[src/rtl/collision_response_latch.sv]
`default_nettype none
// ============================================================================
//  Module      : collision_response_latch
//  Description : Waits for the multicycle collision-response math to settle
//                after a qualifying frame tick, commits the post-collision
//                velocities and headings in one cycle, then ignores new
//                collisions for a number of frames.
//  Revision    : 1.0 - initial release
// ============================================================================
module collision_response_latch #(
    parameter int VEL_WIDTH       = 16,
    parameter int ANG_WIDTH       = 10,
    parameter int SETTLE_CYCLES   = 40,
    parameter int COOLDOWN_FRAMES = 8
) (
    input  logic                        i_clk,
    input  logic                        i_rst_n,
    input  logic                        i_frame_tick,
    input  logic                        i_collision,
    input  logic signed [VEL_WIDTH-1:0] i_car1_v_x,
    input  logic signed [VEL_WIDTH-1:0] i_car1_v_y,
    input  logic signed [VEL_WIDTH-1:0] i_car2_v_x,
    input  logic signed [VEL_WIDTH-1:0] i_car2_v_y,
    input  logic signed [VEL_WIDTH-1:0] i_car1_v_m,
    input  logic signed [VEL_WIDTH-1:0] i_car2_v_m,
    input  logic signed [ANG_WIDTH-1:0] i_car1_angle,
    input  logic signed [ANG_WIDTH-1:0] i_car2_angle,
    input  logic                        i_clear_count,
    output logic signed [VEL_WIDTH-1:0] o_car1_v_x,
    output logic signed [VEL_WIDTH-1:0] o_car1_v_y,
    output logic signed [VEL_WIDTH-1:0] o_car2_v_x,
    output logic signed [VEL_WIDTH-1:0] o_car2_v_y,
    output logic signed [VEL_WIDTH-1:0] o_car1_v_m,
    output logic signed [VEL_WIDTH-1:0] o_car2_v_m,
    output logic signed [ANG_WIDTH-1:0] o_car1_angle,
    output logic signed [ANG_WIDTH-1:0] o_car2_angle,
    output logic                        o_apply,
    output logic                        o_busy,
    output logic [7:0]                  o_collision_count
);

    typedef enum logic [1:0] {
        ST_IDLE     = 2'd0,
        ST_SETTLE   = 2'd1,
        ST_COMMIT   = 2'd2,
        ST_COOLDOWN = 2'd3
    } state_t;

    // Counter load values; the settle counter counts down to 0 inclusive,
    // so loading SETTLE_CYCLES-1 gives exactly SETTLE_CYCLES settle cycles.
    localparam logic [7:0] C_SETTLE_LOAD   = 8'(SETTLE_CYCLES - 1);
    localparam logic [7:0] C_COOLDOWN_LOAD = 8'(COOLDOWN_FRAMES);
    localparam bit         C_NO_COOLDOWN   = (COOLDOWN_FRAMES == 0);

    state_t                      state_q,      state_d;
    logic [7:0]                  settle_cnt_q, settle_cnt_d;
    logic [7:0]                  frame_cnt_q,  frame_cnt_d;
    logic                        apply_q,      apply_d;
    logic                        busy_q,       busy_d;
    logic [7:0]                  count_q,      count_d;
    logic signed [VEL_WIDTH-1:0] car1_v_x_q,   car1_v_x_d;
    logic signed [VEL_WIDTH-1:0] car1_v_y_q,   car1_v_y_d;
    logic signed [VEL_WIDTH-1:0] car2_v_x_q,   car2_v_x_d;
    logic signed [VEL_WIDTH-1:0] car2_v_y_q,   car2_v_y_d;
    logic signed [VEL_WIDTH-1:0] car1_v_m_q,   car1_v_m_d;
    logic signed [VEL_WIDTH-1:0] car2_v_m_q,   car2_v_m_d;
    logic signed [ANG_WIDTH-1:0] car1_angle_q, car1_angle_d;
    logic signed [ANG_WIDTH-1:0] car2_angle_q, car2_angle_d;

    // Next-state, counter, capture and registered-output computation.
    always_comb begin
        state_d      = state_q;
        settle_cnt_d = settle_cnt_q;
        frame_cnt_d  = frame_cnt_q;
        car1_v_x_d   = car1_v_x_q;
        car1_v_y_d   = car1_v_y_q;
        car2_v_x_d   = car2_v_x_q;
        car2_v_y_d   = car2_v_y_q;
        car1_v_m_d   = car1_v_m_q;
        car2_v_m_d   = car2_v_m_q;
        car1_angle_d = car1_angle_q;
        car2_angle_d = car2_angle_q;

        case (state_q)
            ST_IDLE: begin
                // A collision only counts when it coincides with a frame tick.
                if (i_frame_tick && i_collision) begin
                    state_d      = ST_SETTLE;
                    settle_cnt_d = C_SETTLE_LOAD;
                end
            end
            ST_SETTLE: begin
                if (settle_cnt_q == 8'd0) begin
                    // Math has settled: snapshot every result on the edge into COMMIT.
                    state_d      = ST_COMMIT;
                    car1_v_x_d   = i_car1_v_x;
                    car1_v_y_d   = i_car1_v_y;
                    car2_v_x_d   = i_car2_v_x;
                    car2_v_y_d   = i_car2_v_y;
                    car1_v_m_d   = i_car1_v_m;
                    car2_v_m_d   = i_car2_v_m;
                    car1_angle_d = i_car1_angle;
                    car2_angle_d = i_car2_angle;
                end else begin
                    settle_cnt_d = settle_cnt_q - 8'd1;
                end
            end
            ST_COMMIT: begin
                if (C_NO_COOLDOWN) begin
                    state_d = ST_IDLE;
                end else begin
                    state_d     = ST_COOLDOWN;
                    frame_cnt_d = C_COOLDOWN_LOAD;
                end
            end
            ST_COOLDOWN: begin
                // Only frame ticks advance the cooldown; the tick that ends it
                // is consumed here and cannot start a new settle.
                if (i_frame_tick) begin
                    frame_cnt_d = frame_cnt_q - 8'd1;
                    if (frame_cnt_q <= 8'd1) begin
                        state_d     = ST_IDLE;
                        frame_cnt_d = 8'd0;
                    end
                end
            end
            default: begin
                state_d = ST_IDLE;
            end
        endcase

        // Clear wins over the commit increment; the count saturates at 255.
        count_d = count_q;
        if (i_clear_count) begin
            count_d = 8'd0;
        end else if ((state_q == ST_COMMIT) && (count_q != 8'hFF)) begin
            count_d = count_q + 8'd1;
        end

        apply_d = (state_d == ST_COMMIT);
        busy_d  = (state_d != ST_IDLE);
    end

    // State, counters and all outputs register here; reset clears everything.
    always_ff @(posedge i_clk or negedge i_rst_n) begin
        if (!i_rst_n) begin
            state_q      <= ST_IDLE;
            settle_cnt_q <= '0;
            frame_cnt_q  <= '0;
            apply_q      <= 1'b0;
            busy_q       <= 1'b0;
            count_q      <= '0;
            car1_v_x_q   <= '0;
            car1_v_y_q   <= '0;
            car2_v_x_q   <= '0;
            car2_v_y_q   <= '0;
            car1_v_m_q   <= '0;
            car2_v_m_q   <= '0;
            car1_angle_q <= '0;
            car2_angle_q <= '0;
        end else begin
            state_q      <= state_d;
            settle_cnt_q <= settle_cnt_d;
            frame_cnt_q  <= frame_cnt_d;
            apply_q      <= apply_d;
            busy_q       <= busy_d;
            count_q      <= count_d;
            car1_v_x_q   <= car1_v_x_d;
            car1_v_y_q   <= car1_v_y_d;
            car2_v_x_q   <= car2_v_x_d;
            car2_v_y_q   <= car2_v_y_d;
            car1_v_m_q   <= car1_v_m_d;
            car2_v_m_q   <= car2_v_m_d;
            car1_angle_q <= car1_angle_d;
            car2_angle_q <= car2_angle_d;
        end
    end

    assign o_car1_v_x        = car1_v_x_q;
    assign o_car1_v_y        = car1_v_y_q;
    assign o_car2_v_x        = car2_v_x_q;
    assign o_car2_v_y        = car2_v_y_q;
    assign o_car1_v_m        = car1_v_m_q;
    assign o_car2_v_m        = car2_v_m_q;
    assign o_car1_angle      = car1_angle_q;
    assign o_car2_angle      = car2_angle_q;
    assign o_apply           = apply_q;
    assign o_busy            = busy_q;
    assign o_collision_count = count_q;

endmodule
`default_nettype wire
[config.mk]
export PLATFORM = sky130hd
export DESIGN_NAME = collision_response_latch
export DESIGN_NICKNAME = d
export VERILOG_FILES = /design/src/rtl/collision_response_latch.sv
export SDC_FILE = /design/constraint.sdc
export NUM_CORES = 1
export LEC_CHECK = 0
export CORE_ASPECT_RATIO = 0.6
export CORE_MARGIN = 5
export CORE_UTILIZATION = 38
export CTS_CLUSTER_DIAMETER = 50
export CTS_CLUSTER_SIZE = 10
export DETAILED_ROUTE_END_ITERATION = 8
export PLACE_DENSITY = 0.87
export SLEW_MARGIN = 20
export SYNTH_ARGS = -nofsm -noshare
export SYNTH_HDL_FRONTEND = slang
export SYNTH_SLANG_ARGS = --single-unit
[constraint.sdc]
create_clock -name i_clk -period 2.3 [get_ports i_clk]
set_clock_uncertainty 0.05 [all_clocks]
set_input_delay 0.23 -clock i_clk [delete_from_list [all_inputs] [get_ports i_clk]]
set_output_delay 0.23 -clock i_clk [all_outputs]
set_load 0.005 [all_outputs]
; Yosys cells after proc, flatten, opt, wreduce, memory -nomap -nowiden
; Cells that the tools add are included.
[word_totals]
regBits = 144
input_bits = 121
out_inout_bits = 126
word_cells = 50
[classes]
n_addsub = 3
n_lt_le_gt_ge = 1
eq_ne = 8
mux = 13
reduce_logical = 11
[op_table]
columns = operator, n
row1 = $mux 8, 6
row2 = $pmux 8 s2, 2
row3 = $sub 8x1->8 const B, 2
row4 = $add 8x1->8 const B, 1
row5 = $le 8x1->1 const B, 1
row6 = $logic_not 8->1, 1
row7 = $mux 2, 4
row8 = $ne 8x8->1 const B, 1
row9 = $pmux 2 s4, 1
row10 = $reduce_bool 2->1, 4
row11 = $eq 2x2->1 const B, 3
row12 = $ne 2x2->1 const B, 3
row13 = $reduce_and 2->1, 2
row14 = $reduce_and 3->1, 1
row15 = $eq 2x1->1 const B, 1
row16 = $logic_and 1x1->1, 2
row17 = $logic_not 2->1, 1

; Depth between registers and ports, before layout
[logic_depth]
word_depth = 5
mapped_depth = 8
depth_no_buf = 6

; Worst setup path before layout
; OpenSTA, ideal clock, no wires.
[synth_path]
path_kind = reg-to-reg
startpoint = reg settle_cnt_q[3]
endpoint = reg car1_v_m_q[10] (netlist: o_car1_v_m[10])
setup_time_ns = 0.127
arrival_ns = 2.031
required_time_ns = 2.123
slack_ns = 0.092
path_stages_with_launch = 7
path_buffers = 3
period_less_slack_ns = 2.208
cell_sequence = dfrtp_1 or4_1 clkbuf_1 nor3_4 buf_4 buf_6 mux2_1
[synth_via]
elab_chain_len = 2
[synth_rtl]
columns = item, line
row1 = from (decl), 56  ; logic [7:0] settle_cnt_q, settle_cnt_d;
row2 = from (signal assigned), 163  ; settle_cnt_q <= settle_cnt_d;
row3 = $logic_not 8->1, 93  ; if (settle_cnt_q == 8'd0) begin
row4 = $reduce_and 2->1 (no line), n/a
row5 = to (signal assigned), 172  ; car1_v_m_q <= car1_v_m_d;
row6 = to (decl), 65  ; logic signed [VEL_WIDTH-1:0] car1_v_m_q, car1_v_m_d;
; Every way passes these cells.
; A chain may end at the register's enable or synchronous reset.

; Worst setup path in the final report
[layout_path]
startpoint = reg settle_cnt_q[0]
endpoint = reg car1_v_y_q[2] (netlist: o_car1_v_y[2])
[layout_via]
elab_chain_len = 2
[layout_rtl]
columns = item, line
row1 = $logic_not 8->1, 93
row2 = $reduce_and 2->1 (no line), n/a
row3 = to (signal assigned), 169  ; car1_v_y_q <= car1_v_y_d;
row4 = to (decl), 62  ; logic signed [VEL_WIDTH-1:0] car1_v_y_q, car1_v_y_d;
; Every way passes these cells.

==> flow_summary.ini <==
[status]
outcome = finished, final reports clean

[placed_design]
buffer_ports.inserted = 246
gpl.final_weighted_congestion = 0.891
place_area_um2 = 8570
place_hpwl_um = 12000
place_ws_ps = 67.8

[yosys]
syn_area_per_cell_um2 = 14.4
synth_cell_types = 44
ys.flop_type = sky130_fd_sc_hd__dfrtp_1
post-synth-top-area-fraction_pct = 62.0
ys_seq_area_share_pct = 62.0
ys.warnings.count = 0
synthTopCellsByCount = 144 x sky130_fd_sc_hd__dfrtp_1, 88 x sky130_fd_sc_hd__mux2_2, 30 x sky130_fd_sc_hd__mux2_1
yosys.area.top_type = sky130_fd_sc_hd__dfrtp_1
async_flop_share_pct = 100
mappedNetlistArea_um2 = 5810
ys_top_cells_by_area = sky130_fd_sc_hd__dfrtp_1 62%, sky130_fd_sc_hd__mux2_2 17%, sky130_fd_sc_hd__mux2_1 5.8%
postSynthRegisterBits = 144
yosysMostFrequentCell = sky130_fd_sc_hd__dfrtp_1
netlist_instances = 403
number_of_nets_produced_by_synthesis = 528
edff_count_synth = 0

[sta]
clock.fmax_mhz = 454
final.setup.tns_ps = 0
timing.final.hold_violations = 0
setup_violations = 0
final_max_tran_viols = 0
post-route-worst-setup-slack_ps = 99.1
max_slew.worst_pin.slew_ps = 649
fin_crit_ps = 2200
slew-limit-headroom_pct = 56.7
finalCritPeriodShare_pct = 95.7
worst_hold_slack_after_final_layout_ps = 322

[worst_setup_path]
reg2reg_slack_ps = 100
critPathSlowestCell = sky130_fd_sc_hd__dfrtp_1
required_ps = 2540
critical_path.startpoint_type = register
timing.critical_path.cells = inv_1, ha_1, nand3b_1, or2_4, nor3_4, buf_4, buf_6, clkbuf_16, mux2_2
crit_arrival_ps = 2440
critical_path.max_fanout = 16
kind_of_end_point_of_the_critical_path = register
criticalPathCategory = register to register
critPathMaxStageDelay_ps = 380

[layout]
filler_cell_count = 1113
layout.cell_area.non_filler_um2 = 9280
nets = 794
layout.core_utilization_pct = 61.1
fraction_of_layout_cells_with_a_size_suffix_above_1_pct = 20.7
antenna_cells = 0
area_growth_syn_to_layout_pct = 59.7

[detailed_routing]
route.detailed.wl_per_inst_um = 18.2
antenna_violating_nets_post_route = 0
routed_wl_um = 16100
via_per_inst = 4.96
drcViolationCount = 0
drtPass1Iterations = 4
first_drt_iteration_drcs = 237
vias = 4385

[global_route]
grt_pass1_wl_um = 25600
grt_pass1_vias = 4880
initial_antenna_violation_count = 0
global_route.usage.total_pct = 17.8
grt-ovfl-total = 0
grt_max_degree = 70

[clocking]
ctsHtreeMaxLevel = 4
clock_insertion_delay_worst_skew_ps = 410
cts_root_buffer = sky130_fd_sc_hd__clkbuf_16
cts-root-to-sink-buffers = 2
tritoncts_clock_tree = done
tritoncts_num_sinks = 144
number_of_buffers_created_by_cts = 17
cts.clk_slew.worst_paths_ps = 60

[die]
initial_standard_cell_utilization_of_the_core_pct = 38.3
chipWidth_um = 170
design.core.area_um2 = 15200
rows = 35
ios = 247
die_h_um = 106
design.die.area_um2 = 18000

[pwr]
power.density_cell_area_nw_per_um2 = 1130
switching_power_mw = 2.85
power_leakage_nw = 4.22
swShare_pct = 27.1
seq_power_share_pct = 38.3
power.clock.fraction_pct = 28.6
power.combinational.fraction_pct = 33.1
power.ir.vdd_worst_uv = 591
internal_power_mw = 7.65

[flow_run]
drv.max_cap_violation_count = 0

[min_path]
holdCritPathClass = primary input to async pin
## layout by cell type (no fill, tap or decap), types with 5 or more instances in the layout
master and instances:
sky130_fd_sc_hd__o31ai_1 6, sky130_fd_sc_hd__or4_1 7, sky130_fd_sc_hd__nand2_1 10, sky130_fd_sc_hd__nand2b_1 5, sky130_fd_sc_hd__a21oi_1 14, sky130_fd_sc_hd__mux2_1 30, sky130_fd_sc_hd__nand3_1 5, sky130_fd_sc_hd__buf_4 11
sky130_fd_sc_hd__clkdlybuf4s50_1 245, sky130_fd_sc_hd__nor4_1 5, sky130_fd_sc_hd__inv_1 7, sky130_fd_sc_hd__o21ai_0 6, sky130_fd_sc_hd__clkbuf_16 19, sky130_fd_sc_hd__dfrtp_1 144, sky130_fd_sc_hd__mux2_2 88, sky130_fd_sc_hd__nor2_1 13
sky130_fd_sc_hd__bufinv_16 5
## worst paths after layout
| path | start | end | cells after the start |
|---|---|---|---|
| max | settle_cnt_q[0]$_DFFE_PN0P_ | o_car1_v_y[2]$_DFFE_PN0P_ | 9 |
| min | i_rst_n | o_car1_v_x[3]$_DFFE_PN0P_ | 2 |
| max reg2reg | settle_cnt_q[0]$_DFFE_PN0P_ | o_car1_v_y[2]$_DFFE_PN0P_ | 9 |
| min reg2reg | o_car1_v_m[14]$_DFFE_PN0P_ | o_car1_v_m[14]$_DFFE_PN0P_ | 1 |
| max in group asynchronous | i_rst_n | settle_cnt_q[2]$_DFFE_PN0P_ | 3 |
| min in group i_clk | i_car2_v_y[12] | o_car2_v_y[12]$_DFFE_PN0P_ | 2 |
## layout make-up
class	count	area (µm²)	share of cell area (%)
Clock buffer	19	433	4.66
Timing Repair Buffer	264	2670	28.8
Inverter	7	26.3	0.283
Multi-Input combinational cell	235	2090	22.5
Clock inverter	12	208	2.24
Tap cell	203	254	2.74
Sequential cell	144	3600	38.8
## cell families (layout without fill, tap and decap cells)
kind of cell | count (synthesis) | after routing | synth area share, %
flip-flops | 144 | 144 | 62.0
multiplexers | 120 | 120 | 23.2
AND/OR/NAND/NOR | 72 | 72 | 7.47
AO/OA/AOI/OAI | 36 | 36 | 3.87
buffers and inverters | 24 | 302 | 2.17
adder cells (fa/ha/maj) | 4 | 4 | 0.861
XOR/XNOR | 3 | 3 | 0.452
## per-layer routing
metal | vias up | GRT usage [%] | part of all wire [%]
met5 | - | 0 | 0
met4 | 0 | 4.42 | 0.71
met3 | 12 | 8.10 | 11
met2 | 196 | 29.1 | 49
met1 | 2183 | 21.6 | 40
li1 | 1994 | - | -
## registers in the layout, summed over array words and instances, names as in the netlist, 10 cells and up
register	cells
o_car1_angle	10
o_car1_v_x	16
o_car2_angle	10
o_car2_v_x	16
o_car1_v_m	16
o_car2_v_m	16
o_car2_v_y	16
o_car1_v_y	16
## power groups by stage
stage | Clock, mW | Sequential, mW | Combinational, mW
after global placement | 0 | 3.98 | 3.37
after CTS | 3.07 | 4.03 | 3.52
final | 3.00 | 4.02 | 3.47
after global routing | 3.21 | 4.16 | 3.76
after detailed placement | 0 | 4.06 | 3.50
after floorplan | 0 | 4.02 | 1.19
## stage by stage
stage	cells	power, mW
5_1_grt	884	11.1
3_5_place_dp	848	7.55
3_3_place_gp	848	7.35
2_1_floorplan	403	5.22
6_report	884	10.5
4_1_cts	880	10.6
## critical path: cells and delay by family, from the launching register on
family / cells / cell delay [ps]
DFF: 1 / 380
buffers and inverters: 4 / 590
and+or+nand+nor: 3 / 550
muxes: 1 / 340
adders and majority gates: 1 / 170
## repair_timing
| item | 4_1_cts | 5_1_grt |
|---|---|---|
| gates resized for setup | 0 | 5 |
| hold buffers | 1 | 0 |
| buffers inserted | 0 | 2 |
| endpoints found under the setup margin | 0 | 100 |
| hold endpoints to repair | 65 | 0 |
Power figures use the tool's default switching activity.
==> patch, RTL diff (same flow settings) <==
`SETTLE_CYCLES`: 40 -> 20.
--- a/src/rtl/collision_response_latch.sv
+++ b/src/rtl/collision_response_latch.sv
@@ -10,7 +10,7 @@
 module collision_response_latch #(
     parameter int VEL_WIDTH       = 16,
     parameter int ANG_WIDTH       = 10,
-    parameter int SETTLE_CYCLES   = 40,
+    parameter int SETTLE_CYCLES   = 20,
     parameter int COOLDOWN_FRAMES = 8
 ) (
     input  logic                        i_clk,
Behaviour: no difference found for any inputs over 10 cycles, from zero or initial values and one cycle with i_rst_n low; that may be too few to reach the edited logic, so the function may still have changed.
==> patch against the original RTL <==
Area after synthesis rose by 3.3%. Cell area is 0.13% higher. Routed wire length is 5.1% lower. Non-clock buffer count shrank 7. Clock power is 8.0% lower. Die area grew 3.0%. Critical path depth fell by 3. Sequential cell count is the same. Worst setup slack better by 0.050 ns. Worst hold slack worse by 0.12 ns. Sequential power shrank 5.5%. Power down 7.7%. Critical path type unchanged.
==> patch: results (changes against the original RTL) <==
metric;value;unit;change
status;completed;;
XOR/XNOR Fraction of Synth Area;0.437;%;-0.014 points
Max-slew headroom;63.8;%;+7.0 points
family with the most delay on the worst path;simple AND/OR/NAND/NOR gates;;
TritonRoute pass-1 iters;5;;+1
number of global-route vias before repair;4643;;-4.9%
gr usage total;16.8;%;-1.1 points
pin count of the biggest net entering global routing;76;;+8.6%
worst r2r path cells;6;;-3
share of layout cells above drive strength 1;25.0;%;+4.3 points
r2r setup slk;0.15;ns;+0.05 ns
CP peak stage delay;0.56;ns;+0.18 ns
Leak;0.00419;µW;-0.69%
part of the Yosys area used for sequential elements;60.0;%;-2.0 points
routed len/inst;17.3;µm;-5.1%
via count;4297;;-2.0%
post-synthesis cell type count;46;;+4.5%
Reg-to-Reg End;o_car2_v_y[15];;
CP max-delay cell;or4_4;;
Post-Syn Nets;534;;+1.1%
first-pass GRT wire length;24.6;mm;-3.7%
dpl hpwl;11.4;mm;-4.6%
Post-DP Area;8690;µm²;+1.4%
Worst EP arrival;2.38;ns;-0.06 ns
worst-path maximum fanout;44;;+28
post-synthesis compound-gate area fraction;3.52;%;-0.35 points
Initial DRC Count;146;;-38%
Layout Nets;793;;-0.13%
RR Startpoint;settle_cnt_q[4];;
routability cong.;0.839;;-5.8%
most instantiated cells after synthesis;144 x dfrtp_1, 90 x mux2_2, 29 x mux2_4;;
==> patch: changes by cell type after synthesis, sizes merged, moves of 2 or more <==
cell,change
nor2b,+4
o31ai,-3
or3,-3
a21oi,-2
nand2,+2
nand3,+2
nand3b,-2
nor3,+2
or3b,+2
or4,-2
==> patch: stage by stage <==
stage / setup WS [ns] / hold slack [ns] / std cells
6_report: 0.150 / 0.198 / 884
5_1_grt: 0.0378 / 0.194 / 884
4_1_cts: 0.137 / 0.184 / 884
3_5_place_dp: 0.167 / 0.0535 / 851
3_3_place_gp: 0.206 / 0.0517 / 851
2_1_floorplan: 0.263 / -0.116 / 409
==> patch: layout make-up <==
type	count	area share, %
repair buffers	257	28.0
clock inverters	13	1.64
well taps	203	2.73
inverters	9	0.390
multi-input cells	239	23.8
clock buffers	19	4.76
flip-flops and latches	144	38.8
==> patch: kinds of logic (layout without fill, tap and decap cells) <==
| group | Yosys count | count (layout) |
|---|---|---|
| AO/OA/AOI/OAI | 33 | 33 |
| XOR/XNOR | 3 | 3 |
| adder cells (fa/ha/maj) | 4 | 4 |
| buffers and inverters | 26 | 298 |
| flip-flops | 144 | 144 |
| multiplexers | 121 | 121 |
| AND/OR/NAND/NOR | 78 | 78 |
==> patch: metal layers <==
layer  up-vias  global-route usage, %  routed length [µm]
met5         -                      0                   0
met4         0                   3.81                 115
met3        15                   7.49                1550
met2       184                   27.5                7400
met1      2117                   20.4                6240
li1       1981                      -                   -
==> patch: power by group <==
group | total, µW | internal [µW] | switching [µW]
Sequential | 3800 | 3300 | 498
Combinational | 3120 | 2070 | 1050
Clock | 2760 | 1650 | 1110
Total | 9680 | 7030 | 2660
==> patch: timing repair <==
action,CTS,global route
gates resized for setup,0,0
hold buffers,1,0
endpoints found under the hold margin,35,0
